<file path="src/rtl/soc_periph_arbiter.sv">
// -----------------------------------------------------------------------------
// soc_periph_arbiter
//   Shares the SoC peripheral bus between NrMasters requesters. A round-robin
//   arbiter grants one master at a time. The address is decoded against the
//   fixed SoC map, and exactly one transaction is outstanding at any moment.
//   Unmapped or disabled regions get an immediate decode-error response and
//   never reach the peripheral bus.
//
//   Region index (one-hot slv_sel_o bit):
//     0 DRAM, 1 GPIO, 2 Eth, 3 SPI, 4 Timer, 5 UART, 6 PLIC, 7 CLINT, 8 ROM, 9 Debug
//
//   Optional feature macro: SOC_ARB_TIMEOUT_EN
//     When defined, a transaction that waits TimeoutCycles-1 cycles in REQ/WAIT
//     without a peripheral response is completed with err=1 and rdata=0.
//     When undefined, REQ/WAIT wait indefinitely.
//
// Ports
//   clk_i, rst_i            clock (rising edge), async active-high reset
//   mst_req_i/addr/we/wdata/be   per-master request, held until mst_gnt_o
//   mst_gnt_o               one-cycle grant pulse (request captured)
//   mst_rvalid_o            one-cycle response pulse to the granted master
//   mst_rdata_o, mst_err_o  shared response data/error, qualified by rvalid
//   slv_req_o, slv_sel_o    peripheral request and one-hot region select
//   slv_addr/we/wdata/be_o  captured request fields
//   slv_gnt_i               peripheral accepted the request
//   slv_rvalid_i/rdata/err  peripheral response
// -----------------------------------------------------------------------------
module soc_periph_arbiter #(
   parameter int unsigned         NrMasters     = 2,
   parameter int unsigned         NbPeriph      = 10,
   parameter logic [NbPeriph-1:0] RegionEn      = {NbPeriph{1'b1}},
   parameter int unsigned         TimeoutCycles = 1024
) (
   input  logic                       clk_i,
   input  logic                       rst_i,
   input  logic [NrMasters-1:0]       mst_req_i,
   input  logic [NrMasters-1:0][63:0] mst_addr_i,
   input  logic [NrMasters-1:0]       mst_we_i,
   input  logic [NrMasters-1:0][63:0] mst_wdata_i,
   input  logic [NrMasters-1:0][7:0]  mst_be_i,
   output logic [NrMasters-1:0]       mst_gnt_o,
   output logic [NrMasters-1:0]       mst_rvalid_o,
   output logic [63:0]                mst_rdata_o,
   output logic                       mst_err_o,
   output logic                       slv_req_o,
   output logic [NbPeriph-1:0]        slv_sel_o,
   output logic [63:0]                slv_addr_o,
   output logic                       slv_we_o,
   output logic [63:0]                slv_wdata_o,
   output logic [7:0]                 slv_be_o,
   input  logic                       slv_gnt_i,
   input  logic                       slv_rvalid_i,
   input  logic [63:0]                slv_rdata_i,
   input  logic                       slv_err_i
);

   localparam int unsigned MW    = (NrMasters > 1) ? $clog2(NrMasters) : 1;
   localparam int unsigned NrMap = (NbPeriph < 10) ? NbPeriph : 10;

   localparam logic [2:0] ST_IDLE = 3'd0;
   localparam logic [2:0] ST_REQ  = 3'd1;
   localparam logic [2:0] ST_WAIT = 3'd2;
   localparam logic [2:0] ST_RSP  = 3'd3;
   localparam logic [2:0] ST_ERR  = 3'd4;

   localparam logic [63:0] RegionBase [10] = '{
      64'h0000_0000_8000_0000, 64'h0000_0000_4000_0000, 64'h0000_0000_3000_0000,
      64'h0000_0000_2000_0000, 64'h0000_0000_1800_0000, 64'h0000_0000_1000_0000,
      64'h0000_0000_0C00_0000, 64'h0000_0000_0200_0000, 64'h0000_0000_0001_0000,
      64'h0000_0000_0000_0000};
   localparam logic [63:0] RegionLen [10] = '{
      64'h0000_0000_4000_0000, 64'h0000_0000_0000_1000, 64'h0000_0000_0001_0000,
      64'h0000_0000_0080_0000, 64'h0000_0000_0000_1000, 64'h0000_0000_0000_1000,
      64'h0000_0000_03FF_FFFF, 64'h0000_0000_000C_0000, 64'h0000_0000_0001_0000,
      64'h0000_0000_0000_1000};

   // Map lookup; regions do not overlap, so at most one bit is set.
   function automatic logic [NbPeriph-1:0] decode(input logic [63:0] a);
      logic [NbPeriph-1:0] hit;
      hit = '0;
      for (int r = 0; r < NrMap; r++) begin
         hit[r] = (a >= RegionBase[r]) && (a < (RegionBase[r] + RegionLen[r]));
      end
      return hit & RegionEn;
   endfunction

   logic [2:0]          state_r;
   logic [MW-1:0]       last_r;
   logic [MW-1:0]       win_r;
   logic [63:0]         addr_r;
   logic                we_r;
   logic [63:0]         wdata_r;
   logic [7:0]          be_r;
   logic [NbPeriph-1:0] sel_r;
   logic [63:0]         rdata_r;
   logic                err_r;

   logic [MW-1:0]       win_s;
   logic [MW-1:0]       idx_s;
   logic                any_s;
   logic [NbPeriph-1:0] dec_s;
   logic [NrMasters-1:0] gnt_s;
   logic                timeout_s;

`ifdef SOC_ARB_TIMEOUT_EN
   logic [31:0]         cnt_r;
   assign timeout_s = (cnt_r == 32'(TimeoutCycles - 1));
`else
   assign timeout_s = 1'b0;
`endif

   // Round-robin winner search starting one past the last granted master.
   always_comb begin
      win_s = '0;
      idx_s = '0;
      any_s = 1'b0;
      for (int i = 0; i < NrMasters; i++) begin
         idx_s = MW'((int'(last_r) + 1 + i) % int'(NrMasters));
         if (mst_req_i[idx_s] && !any_s) begin
            win_s = idx_s;
            any_s = 1'b1;
         end else begin
            any_s = any_s;
         end
      end
   end

   assign dec_s = decode(mst_addr_i[win_s]);

   // Grant pulse only in IDLE; suppressed while reset is held so nothing is
   // granted that the state register cannot capture.
   always_comb begin
      gnt_s = '0;
      if ((state_r == ST_IDLE) && any_s && !rst_i) begin
         gnt_s[win_s] = 1'b1;
      end else begin
         gnt_s = '0;
      end
   end

   // Transaction FSM and capture registers.
   always_ff @(posedge clk_i or posedge rst_i) begin
      if (rst_i) begin
         state_r <= ST_IDLE;
         last_r  <= MW'(NrMasters - 1);
         win_r   <= '0;
         addr_r  <= 64'd0;
         we_r    <= 1'b0;
         wdata_r <= 64'd0;
         be_r    <= 8'd0;
         sel_r   <= '0;
         rdata_r <= 64'd0;
         err_r   <= 1'b0;
`ifdef SOC_ARB_TIMEOUT_EN
         cnt_r   <= 32'd0;
`endif
      end else begin
`ifdef SOC_ARB_TIMEOUT_EN
         if ((state_r == ST_REQ) || (state_r == ST_WAIT)) begin
            cnt_r <= cnt_r + 32'd1;
         end else begin
            cnt_r <= 32'd0;
         end
`endif
         case (state_r)
            ST_IDLE: begin
               if (any_s) begin
                  win_r   <= win_s;
                  last_r  <= win_s;
                  addr_r  <= mst_addr_i[win_s];
                  we_r    <= mst_we_i[win_s];
                  wdata_r <= mst_wdata_i[win_s];
                  be_r    <= mst_be_i[win_s];
                  sel_r   <= dec_s;
                  rdata_r <= 64'd0;
                  err_r   <= 1'b0;
                  state_r <= (dec_s == '0) ? ST_ERR : ST_REQ;
               end
            end
            ST_REQ: begin
               if (slv_gnt_i && slv_rvalid_i) begin
                  rdata_r <= slv_rdata_i;
                  err_r   <= slv_err_i;
                  state_r <= ST_RSP;
               end else if (timeout_s) begin
                  rdata_r <= 64'd0;
                  err_r   <= 1'b1;
                  state_r <= ST_RSP;
               end else if (slv_gnt_i) begin
                  state_r <= ST_WAIT;
               end
            end
            ST_WAIT: begin
               if (slv_rvalid_i) begin
                  rdata_r <= slv_rdata_i;
                  err_r   <= slv_err_i;
                  state_r <= ST_RSP;
               end else if (timeout_s) begin
                  rdata_r <= 64'd0;
                  err_r   <= 1'b1;
                  state_r <= ST_RSP;
               end
            end
            ST_RSP:  state_r <= ST_IDLE;
            ST_ERR:  state_r <= ST_IDLE;
            default: state_r <= ST_IDLE;
         endcase
      end
   end

   // Response and peripheral-side outputs decoded from the state register.
   always_comb begin
      mst_rvalid_o = '0;
      mst_rdata_o  = 64'd0;
      mst_err_o    = 1'b0;
      slv_req_o    = 1'b0;
      slv_sel_o    = '0;
      case (state_r)
         ST_REQ: begin
            slv_req_o = 1'b1;
            slv_sel_o = sel_r;
         end
         ST_WAIT: begin
            slv_sel_o = sel_r;
         end
         ST_RSP: begin
            mst_rvalid_o[win_r] = 1'b1;
            mst_rdata_o         = rdata_r;
            mst_err_o           = err_r;
         end
         ST_ERR: begin
            mst_rvalid_o[win_r] = 1'b1;
            mst_err_o           = 1'b1;
         end
         default: begin
            slv_req_o = 1'b0;
         end
      endcase
   end

   assign mst_gnt_o   = gnt_s;
   assign slv_addr_o  = addr_r;
   assign slv_we_o    = we_r;
   assign slv_wdata_o = wdata_r;
   assign slv_be_o    = be_r;

endmodule
</file>
<file path="config.mk">
export PLATFORM = sky130hd
export DESIGN_NAME = soc_periph_arbiter
export DESIGN_NICKNAME = d
export VERILOG_FILES = /design/src/rtl/soc_periph_arbiter.sv
export SDC_FILE = /design/constraint.sdc
export NUM_CORES = 1
export LEC_CHECK = 0
export CAP_MARGIN = 20
export CELL_PAD_IN_SITES_DETAIL_PLACEMENT = 1
export CELL_PAD_IN_SITES_GLOBAL_PLACEMENT = 2
export CORE_ASPECT_RATIO = 0.6
export CORE_MARGIN = 10
export CORE_UTILIZATION = 23
export DETAILED_ROUTE_END_ITERATION = 10
export PLACE_DENSITY_LB_ADDON = 0.08
export SLEW_MARGIN = 20
export SYNTH_ARGS = -nofsm -noshare
export SYNTH_HDL_FRONTEND = slang
export SYNTH_SLANG_ARGS = --single-unit
export TNS_END_PERCENT = 10
</file>
<file path="constraint.sdc">
create_clock -name clk_i -period 23.1 [get_ports clk_i]
set_input_delay 4.62 -clock clk_i [delete_from_list [all_inputs] [get_ports clk_i]]
set_output_delay 4.62 -clock clk_i [all_outputs]
set_load 0.01 [all_outputs]
</file>
* Word-level counts from Yosys, hierarchy flattened
Index checks and enable logic that the tools add are counted.
** Storage, ports and cells
- Register bits after elaboration :: 217
- Bits of input ports :: 345
- Output and inout bits :: 217
- Word-level logic and storage cells :: 112
** Cells by class
- Add/sub/neg operators :: 2
- Order comparisons :: 26
- Equality and inequality tests :: 8
- Muxes and demuxes :: 40
- Reduce and logical (&&, ||, !) cells :: 26
** Operators by type and width (number)
- 2-to-1 mux 64 bit :: 8
- one-hot mux 64 bit (3 select lines) :: 1
- greater-or-equal comparator 64 x 29 -> 1 bit (second input constant) :: 2
- greater-or-equal comparator 64 x 30 -> 1 bit (second input constant) :: 2
- < comparator 64 x 29 -> 1 bit (second input constant) :: 2
- < comparator 64 x 30 -> 1 bit (second input constant) :: 2
- greater-or-equal comparator 64 x 1 -> 1 bit (second input constant) :: 1
- greater-or-equal comparator 64 x 17 -> 1 bit (second input constant) :: 1
- greater-or-equal comparator 64 x 26 -> 1 bit (second input constant) :: 1
- greater-or-equal comparator 64 x 28 -> 1 bit (second input constant) :: 1
- greater-or-equal comparator 64 x 31 -> 1 bit (second input constant) :: 1
- greater-or-equal comparator 64 x 32 -> 1 bit (second input constant) :: 1
- < comparator 64 x 13 -> 1 bit (second input constant) :: 1
- < comparator 64 x 18 -> 1 bit (second input constant) :: 1
- < comparator 64 x 26 -> 1 bit (second input constant) :: 1
- < comparator 64 x 28 -> 1 bit (second input constant) :: 1
- < comparator 64 x 31 -> 1 bit (second input constant) :: 1
- < comparator 64 x 32 -> 1 bit (second input constant) :: 1
- logical AND 1 bit :: 16
- 2-to-1 mux 1 bit :: 16
- 2-to-1 mux 8 bit :: 2
- 2-to-1 mux 3 bit :: 5
- zero test 10 bit :: 1
- 2-to-1 mux 10 bit :: 1
- other kinds (20) :: 32

* Longest topological paths before layout
Gate-level depths: netlist of run 1.
- Depth after elaboration :: 15
- Mapped depth :: 8
- Depth with buffers taken out :: 6

* Worst setup path before layout of run 1
OpenSTA, ideal clock, no wires.
- Kind :: input-to-output
- Start :: input port mst_req_i[1]
- End :: output port mst_gnt_o[0]
- Data arrival time :: 5.684 ns
- Data required time :: 18.480 ns
- Slack :: 12.796 ns
- Stages :: 5
- Path buffers :: 2
- Cell sequence :: nor2_1 or4_1 clkbuf_1 buf_2 nor3_1
** On the way
- Word-level cells in the longest chain between the ends :: 11
- Elaborated cells on any way between the ends :: 18
- Those cells by class :: 2 x order compare; 11 x mux; 5 x reduce/logical
** RTL lines
- start: declaration :: line 36 : input logic [NrMasters-1:0] mst_req_i,
- 2-to-1 mux 1 bit (implied by the code) (2 in series) :: line 119 : if (mst_req_i[idx_s] && !any_s) begin
- 2-to-1 mux 1 bit :: line 119
- zero test 1 bit :: line 119
- logical AND 1 bit :: line 119
- 2-to-1 mux 1 bit :: line 119
- < comparator 1 x 2 -> 1 bit (implied by the code) or greater-or-equal comparator 1 bit (tied branches) :: line 135 : gnt_s[win_s] = 1'b1;
- logical AND 1 bit (implied by the code) :: line 135
- 2-to-1 mux 1 bit (implied by the code) :: line 135
- demux 1 bit (select 1 bit) :: line 135
- 2-to-1 mux 2 bit (*) :: line 134 : if ((state_r == ST_IDLE) && any_s && !rst_i) begin
- end: declaration :: line 41 : output logic [NrMasters-1:0] mst_gnt_o,
Every way passes the cells marked *; elsewhere a longest branch is shown, timed or not. The select of a mux whose other input is x is not followed.

* Worst setup path after layout of run 1
- Start :: input port mst_req_i[0]
- End :: output port mst_gnt_o[0]
Same word-level chain as after synthesis.

==> flow_metrics.py, run 1 <==
metrics = {
    "run_status": {
        "run_status": "finished, final reports clean",
    },
    "global_routing": {
        "grt-ovfl-total": 0,
        "grt.total_usage_pct": 19.0,
        "grt_max_degree": 105,
        "grt_pass1_vias": 11700,
        "antenna_found_initial": 10,
        "grt_pass1_wl_mm": 81.1,
    },
    "clock_tree": {
        "cts_root_buffer": "clkbuf_16",
        "clk_pin_slew_ns": 0.06,
        "clk_latency_ns": 0.55,
        "post_cts_buffers": 0,
        "h-tree-depth": 1,
        "cts_resized": 0,
        "cts_buffer_depth": 3,
        "cts_buffers": 26,
        "cts_hold_buffers": 0,
        "cts_sinks": 217,
        "cts_tree": "yes",
    },
    "timing": {
        "min_period_ns": 11.40,
        "rsz0062_at_grt": "false",
        "drv_slew": 0,
        "slew_headroom_pct": 29.9,
        "finalHoldViolCount": 0,
        "tightest_slew_ns": 1.05,
        "fin_skew_ns": 0.00664,
        "fin_crit_sh_pct": 49.3,
        "max_freq_ghz": 0.0877,
        "setup_viol": 0,
        "fin_ws_ns": 11.70,
        "tns_ns": 0,
    },
    "worst_setup_path": {
        "crit_slowest_cell": "clkdlybuf4s50_1",
        "slowest_delay_ns": 0.58,
        "crit_path_end_kind": "output port",
        "path_cells": "clkdlybuf4s50_1 -> nor2_1 -> or4_1 -> buf_4 -> nor3_1 -> clkdlybuf4s50_1",
        "cp.required_ns": 18.48,
        "startpoint_type": "input port",
        "critPathKind": "input port to output port",
        "worst_ep_arrival_time_ns": 6.78,
        "crit_top_cell": "clkdlybuf4s50_1",
        "crit_fanout": 24,
    },
    "floorplanning": {
        "pin_count": 562,
        "die_w_um": 297,
        "core_area_um2": 45200,
        "dieArea_um2": 55400,
        "die_y_um": 186,
        "rows": 60,
        "start_util_pct": 23.5,
    },
    "synth": {
        "synth_edf_count": 0,
        "synth-seq-cells": 217,
        "ys_types": 44,
        "ys_warn_count": 0,
        "yosysTopAreaCellShare_pct": 50.9,
        "syn_inst": 1298,
        "synth_flop_cell": "dfrtp_1",
        "syn_nets": 1643,
        "syn_area_um2": 10600,
        "yosys-top-cells-count": "421 x nand2_1, 216 x dfrtp_1, 150 x nor2_1, 137 x a31oi_1, 74 x and2_1",
        "synth_top_area_cell": "dfrtp_1",
        "syn_area_per_cell_um2": 8.17,
        "synthTopCellsByArea": "dfrtp_1 51%, nand2_1 15%, a31oi_1 8.1%",
        "synth_most_common_cell": "nand2_1",
        "async_reset_ff_share_pct": 100,
        "yosysSeqAreaShare_pct": 51.2,
    },
    "power": {
        "p_per_area_nw_per_um2": 72.2,
        "p_leak_nw": 6.94,
        "irDropWorstVdd_mv": 0.0449,
    },
    "run": {
        "cap_violations": 0,
    },
    "placed_design": {
        "io_buffer_count": 561,
        "dp.cells": 2392,
        "gp_congestion": 0.785,
        "dp_hpwl_mm": 41.3,
        "place_worst_setup_slack_ns": 11.70,
        "place_area_um2": 16700,
    },
    "finish": {
        "final_area_um2": 17600,
        "fin_util_pct": 38.9,
        "drive_gt1_share_pct": 3.85,
        "area_growth_pct": 65.6,
        "fin_cells": 2443,
        "final_nets": 2146,
    },
    "routing": {
        "routedWlPerCell_um": 22.5,
        "vias_per_cell": 4.55,
        "drt-initial-drc-count": 566,
        "antenna_left": 0,
        "first_pass_iters": 4,
        "wirelength_mm": 54.9,
        "route.vias.total": 11100,
        "route.detailed.drc": 0,
    },
    "hold_path": {
        "min_path_type": "register to register",
    },
}
==> critical path: cells and delay by family <==
| family | cells | cell delay [ns] |
|---|---|---|
| buffers and inverters | 3 | 1.38 |
| AND/OR/NAND/NOR | 3 | 0.76 |
==> state kept, by name, indices dropped and copies added (netlist names) <==
register	cells
err_r	1
last_r	1
rdata_r	64
sel_r	10
slv_addr_o	64
slv_be_o	8
slv_wdata_o	64
slv_we_o	1
state_r	3
win_r	1
==> cell type report <==
type / instances / area (um2)
inverters: 3 / 18.8
clock inverters: 6 / 80.1
fillers: 5243 / 27600
diodes: 6 / 15.0
well taps: 620 / 776
flip-flops and latches: 217 / 5430
repair buffers: 573 / 5720
clock buffers: 38 / 767
multi-input cells: 980 / 4770
==> power by group <==
group	switching (mW)	internal, mW	leakage (nW)
combinational	0.182	0.192	3.87
clock	0.174	0.250	0.420
sequential	0.0321	0.438	2.65
total	0.388	0.880	6.94
==> placed cells by master, fill, tap and decap left out, types with 2 or more instances in the layout <==
master / Yosys / final
nor4_2: 5 / 4
clkbuf_8: 0 / 5
nor2_1: 150 / 150
o31ai_2: 2 / 2
diode_2: 0 / 6
dfrtp_1: 216 / 216
nor2b_1: 2 / 2
clkbuf_16: 0 / 27
nor4b_1: 6 / 6
a31oi_1: 137 / 137
clkbuf_1: 44 / 6
and2_1: 74 / 74
bufinv_16: 0 / 2
nand4_1: 23 / 23
mux2i_1: 3 / 3
inv_1: 3 / 2
nand2_1: 421 / 421
nor4_1: 25 / 25
a21o_1: 2 / 2
a32o_1: 2 / 2
o21ai_1: 43 / 43
clkinv_2: 0 / 4
o22ai_1: 3 / 3
nand3b_1: 3 / 3
a21boi_1: 2 / 2
nor3_1: 5 / 5
nand2b_1: 3 / 2
clkdlybuf4s50_1: 0 / 561
a22o_1: 4 / 4
a21oi_1: 6 / 5
o21ai_0: 33 / 33
nand3_1: 12 / 12
buf_4: 0 / 11
==> metal layers <==
metal	wire length (um)	share of wire, %	global-route usage [%]
met1	22000	40	21.3
met2	29300	53	35.7
met3	2520	4.6	4.48
met4	1040	1.9	4.13
met5	42	0.076	0
==> worst paths after layout <==
check	from	endpoint	slack (ns)	cells after the start
setup / recovery	mst_req_i[0]	mst_gnt_o[0]	11.70	6
hold / removal	sel_r[3]$_DFFE_PP0P_	sel_r[3]$_DFFE_PP0P_	0.47	2
setup reg to reg	last_r$_DFFE_PP1P_	state_r[0]$_DFFE_PP0P_	19.25	7
hold reg to reg	sel_r[3]$_DFFE_PP0P_	sel_r[3]$_DFFE_PP0P_	0.47	2
max in group asynchronous	rst_i	rdata_r[55]$_DFFE_PP0P_	16.94	3
min in group asynchronous	rst_i	rdata_r[63]$_DFFE_PP0P_	4.62	2
==> logic make-up after synthesis <==
logic type | synth area share (%)
DFF | 51.2
buffers and inverters | 4.29
muxes | 0.424
AOI/OAI and AO/OA | 13.7
and+or+nand+nor | 30.4
==> metrics by stage <==
stage	power [mW]	hold WS, ns
after floorplan	0.618	0.441
after global placement	0.852	0.452
after detailed placement	0.857	0.464
after CTS	1.29	0.478
after global routing	1.34	0.494
final	1.27	0.470
Power figures use the tool's default switching activity.
==> run 2: changes to the inputs <==
--- a/config.mk
+++ b/config.mk
@@ -10,7 +10,7 @@
 export CELL_PAD_IN_SITES_GLOBAL_PLACEMENT = 2
 export CORE_ASPECT_RATIO = 0.6
 export CORE_MARGIN = 10
-export CORE_UTILIZATION = 23
+export CORE_UTILIZATION = 21
 export DETAILED_ROUTE_END_ITERATION = 10
 export PLACE_DENSITY_LB_ADDON = 0.08
 export SLEW_MARGIN = 20
==> constraint.sdc (replaced) <==
create_clock -name clk_i -period 11.2 [get_ports clk_i]
set_input_delay 2.24 -clock clk_i [delete_from_list [all_inputs] [get_ports clk_i]]
set_output_delay 2.24 -clock clk_i [all_outputs]
set_load 0.01 [all_outputs]
==> run 2 against run 1 <==
Against the previous run: critical path depth is 1 lower; non-clock buffer count stayed put; setup slack worse by 7.5 ns; global-route usage is 0.59 points lower; count of clock-buffer cells in the layout is 4 higher; routed wire length is 4.4% higher; cell count is 1.6% higher; flip-flop and latch count stayed put; clock power is 100% higher; critical endpoint is now mst_gnt_o[1]; largest cell class unchanged.
==> flow_metrics.py, run 2 (same netlist as run 1, synthesis figures left out) <==
metrics = {
    "run_status": {
        "run_status": "finished, final reports clean",
    },
    "timing": {
        "setup_viol": 0,
        "min_period_ns": 6.98,
        "fin_skew_ns": 0.0141,
        "tns_ns": 0,
        "finalHoldViolCount": 0,
        "tightest_slew_ns": 0.936,
        "rsz0062_at_grt": "false",
        "fin_crit_sh_pct": 62.4,
        "slew_headroom_pct": 37.6,
        "fin_ws_ns": 4.22,
        "max_freq_ghz": 0.143,
        "drv_slew": 0,
    },
    "placed_design": {
        "place_worst_setup_slack_ns": 4.18,
        "io_buffer_count": 561,
        "dp_hpwl_mm": 43.1,
        "place_area_um2": 16700,
        "gp_congestion": 0.792,
    },
    "clock_tree": {
        "cts_buffer_depth": 3,
        "post_cts_buffers": 0,
        "cts_sinks": 217,
        "cts_tree": "yes",
        "cts_buffers": 26,
        "cts_hold_buffers": 0,
        "cts_resized": 0,
        "h-tree-depth": 1,
        "cts_root_buffer": "clkbuf_16",
        "clk_pin_slew_ns": 0.06,
        "clk_latency_ns": 0.54,
    },
    "floorplanning": {
        "die_y_um": 194,
        "die_w_um": 310,
        "core_area_um2": 49700,
        "dieArea_um2": 60200,
        "pin_count": 562,
        "rows": 63,
        "start_util_pct": 21.4,
    },
    "worst_setup_path": {
        "crit_cells": 5,
        "crit_top_cell": "clkdlybuf4s50_1",
        "critPathLaunch": "mst_req_i[0]",
        "cpLargestDelayFamily": "simple AND/OR/NAND/NOR gates",
        "worst_ep_arrival_time_ns": 4.74,
        "r2r_setup_slack_ns": 7.94,
        "critPathKind": "input port to output port",
        "startpoint_type": "input port",
        "crit_fanout": 24,
        "slowest_delay_ns": 0.85,
        "cp.required_ns": 8.96,
        "path_cells": "clkdlybuf4s50_1 -> nor2_1 -> or4_1 -> nor3_1 -> clkdlybuf4s50_1",
        "reg2reg_depth": 7,
        "path_buf_inv": 2,
        "rr_endpoint": "state_r[2]$_DFFE_PP0P_",
        "timing.rr.start": "last_r$_DFFE_PP1P_",
        "crit_slowest_cell": "or4_1",
        "crit_path_end_kind": "output port",
        "setup.worst_path.end": "mst_gnt_o[1]",
    },
    "global_routing": {
        "grt_max_degree": 146,
        "grt_pass1_vias": 11900,
        "antenna_found_initial": 13,
        "grt.total_usage_pct": 18.4,
        "grt_pass1_wl_mm": 83.9,
        "grt-ovfl-total": 0,
    },
    "finish": {
        "final_area_um2": 17600,
        "layout_common_cells": "561 x clkdlybuf4s50_1, 421 x nand2_1, 216 x dfrtp_1, 150 x nor2_1, 137 x a31oi_1",
        "layout_commonest_cell": "clkdlybuf4s50_1",
        "final_nets": 2146,
        "drive_gt1_share_pct": 3.90,
        "nFillCells": 5795,
        "multi_input_area_um2": 4760,
        "regArea_um2": 5430,
        "area_growth_pct": 66.1,
    },
    "routing": {
        "antenna_left": 0,
        "wirelength_mm": 57.4,
        "vias_per_cell": 4.48,
        "routedWlPerCell_um": 23.1,
        "route.vias.total": 11100,
        "route.detailed.drc": 0,
        "drt-initial-drc-count": 435,
        "first_pass_iters": 4,
    },
    "power": {
        "p_sw_share_pct": 31.2,
        "seqPwrFrac_pct": 37.1,
        "p_int_mw": 1.80,
        "p_per_area_nw_per_um2": 148,
        "p_leak_nw": 6.95,
        "p_comb_share_pct": 29.8,
        "p_switching_mw": 0.815,
        "power.share.clock_pct": 33.1,
        "irDropWorstVdd_mv": 0.104,
    },
    "run": {
        "cap_violations": 0,
    },
    "hold_path": {
        "min_path_type": "register to register",
    },
}
-- run 2: worst register-to-register path, delay by kind of cell (launching register included) --
family                 cells  cell delay (ns)
flip-flops                 1             0.57
AND/OR/NAND/NOR            3             0.54
AO/OA/AOI/OAI              3             1.23
buffers and inverters      1             0.75
-- run 2: area by class of cell --
class                           count  area share (%)
Sequential cell                   217            30.8
Inverter                            3           0.106
Multi-Input combinational cell    980            27.0
Clock buffer                       42            4.66
Antenna cell                       13           0.185
Clock inverter                      4           0.114
Timing Repair Buffer              573            32.5
Tap cell                          650            4.61
-- run 2: worst min-delay path by stage --
stage	depth (start not counted)	endpoint	slack, ns	from
after global placement	2	rdata_r[47]$_DFFE_PP0P_	0.45	rdata_r[47]$_DFFE_PP0P_
after floorplan	1	sel_r[6]$_DFFE_PP0P_	0.44	sel_r[6]$_DFFE_PP0P_
after detailed placement	2	rdata_r[61]$_DFFE_PP0P_	0.46	rdata_r[61]$_DFFE_PP0P_
after global routing	2	rdata_r[16]$_DFFE_PP0P_	0.50	rdata_r[16]$_DFFE_PP0P_
after CTS	2	rdata_r[61]$_DFFE_PP0P_	0.48	rdata_r[61]$_DFFE_PP0P_
final	2	rdata_r[49]$_DFFE_PP0P_	0.47	rdata_r[49]$_DFFE_PP0P_
-- run 2: per-stage QoR --
step	power [mW]	hold WS, ns	util (%)	cells
detailed placement	1.78	0.462	33.7	2423
global route	2.77	0.501	35.5	2476
finish	2.61	0.470	35.5	2482
global placement	1.77	0.454	33.7	2423
floorplan	1.27	0.441	-	1298
CTS	2.67	0.476	35.4	2469
-- run 2: layer usage --
| layer | up-vias | GRT usage, % | share of wire [%] |
|---|---|---|---|
| met5 | - | 0 | 0.047 |
| met4 | 4 | 4.18 | 1.7 |
| met3 | 50 | 5.17 | 6.5 |
| met2 | 249 | 33.0 | 52 |
| met1 | 5407 | 21.2 | 40 |
| li1 | 5415 | - | - |
-- run 2: power by group through the flow --
stage | logic, mW | clock network (mW) | registers (mW)
3_5_place_dp | 0.795 | 0 | 0.986
2_1_floorplan | 0.239 | 0 | 1.03
5_1_grt | 0.846 | 0.933 | 0.986
3_3_place_gp | 0.791 | 0 | 0.979
6_report | 0.778 | 0.864 | 0.970
4_1_cts | 0.798 | 0.902 | 0.971
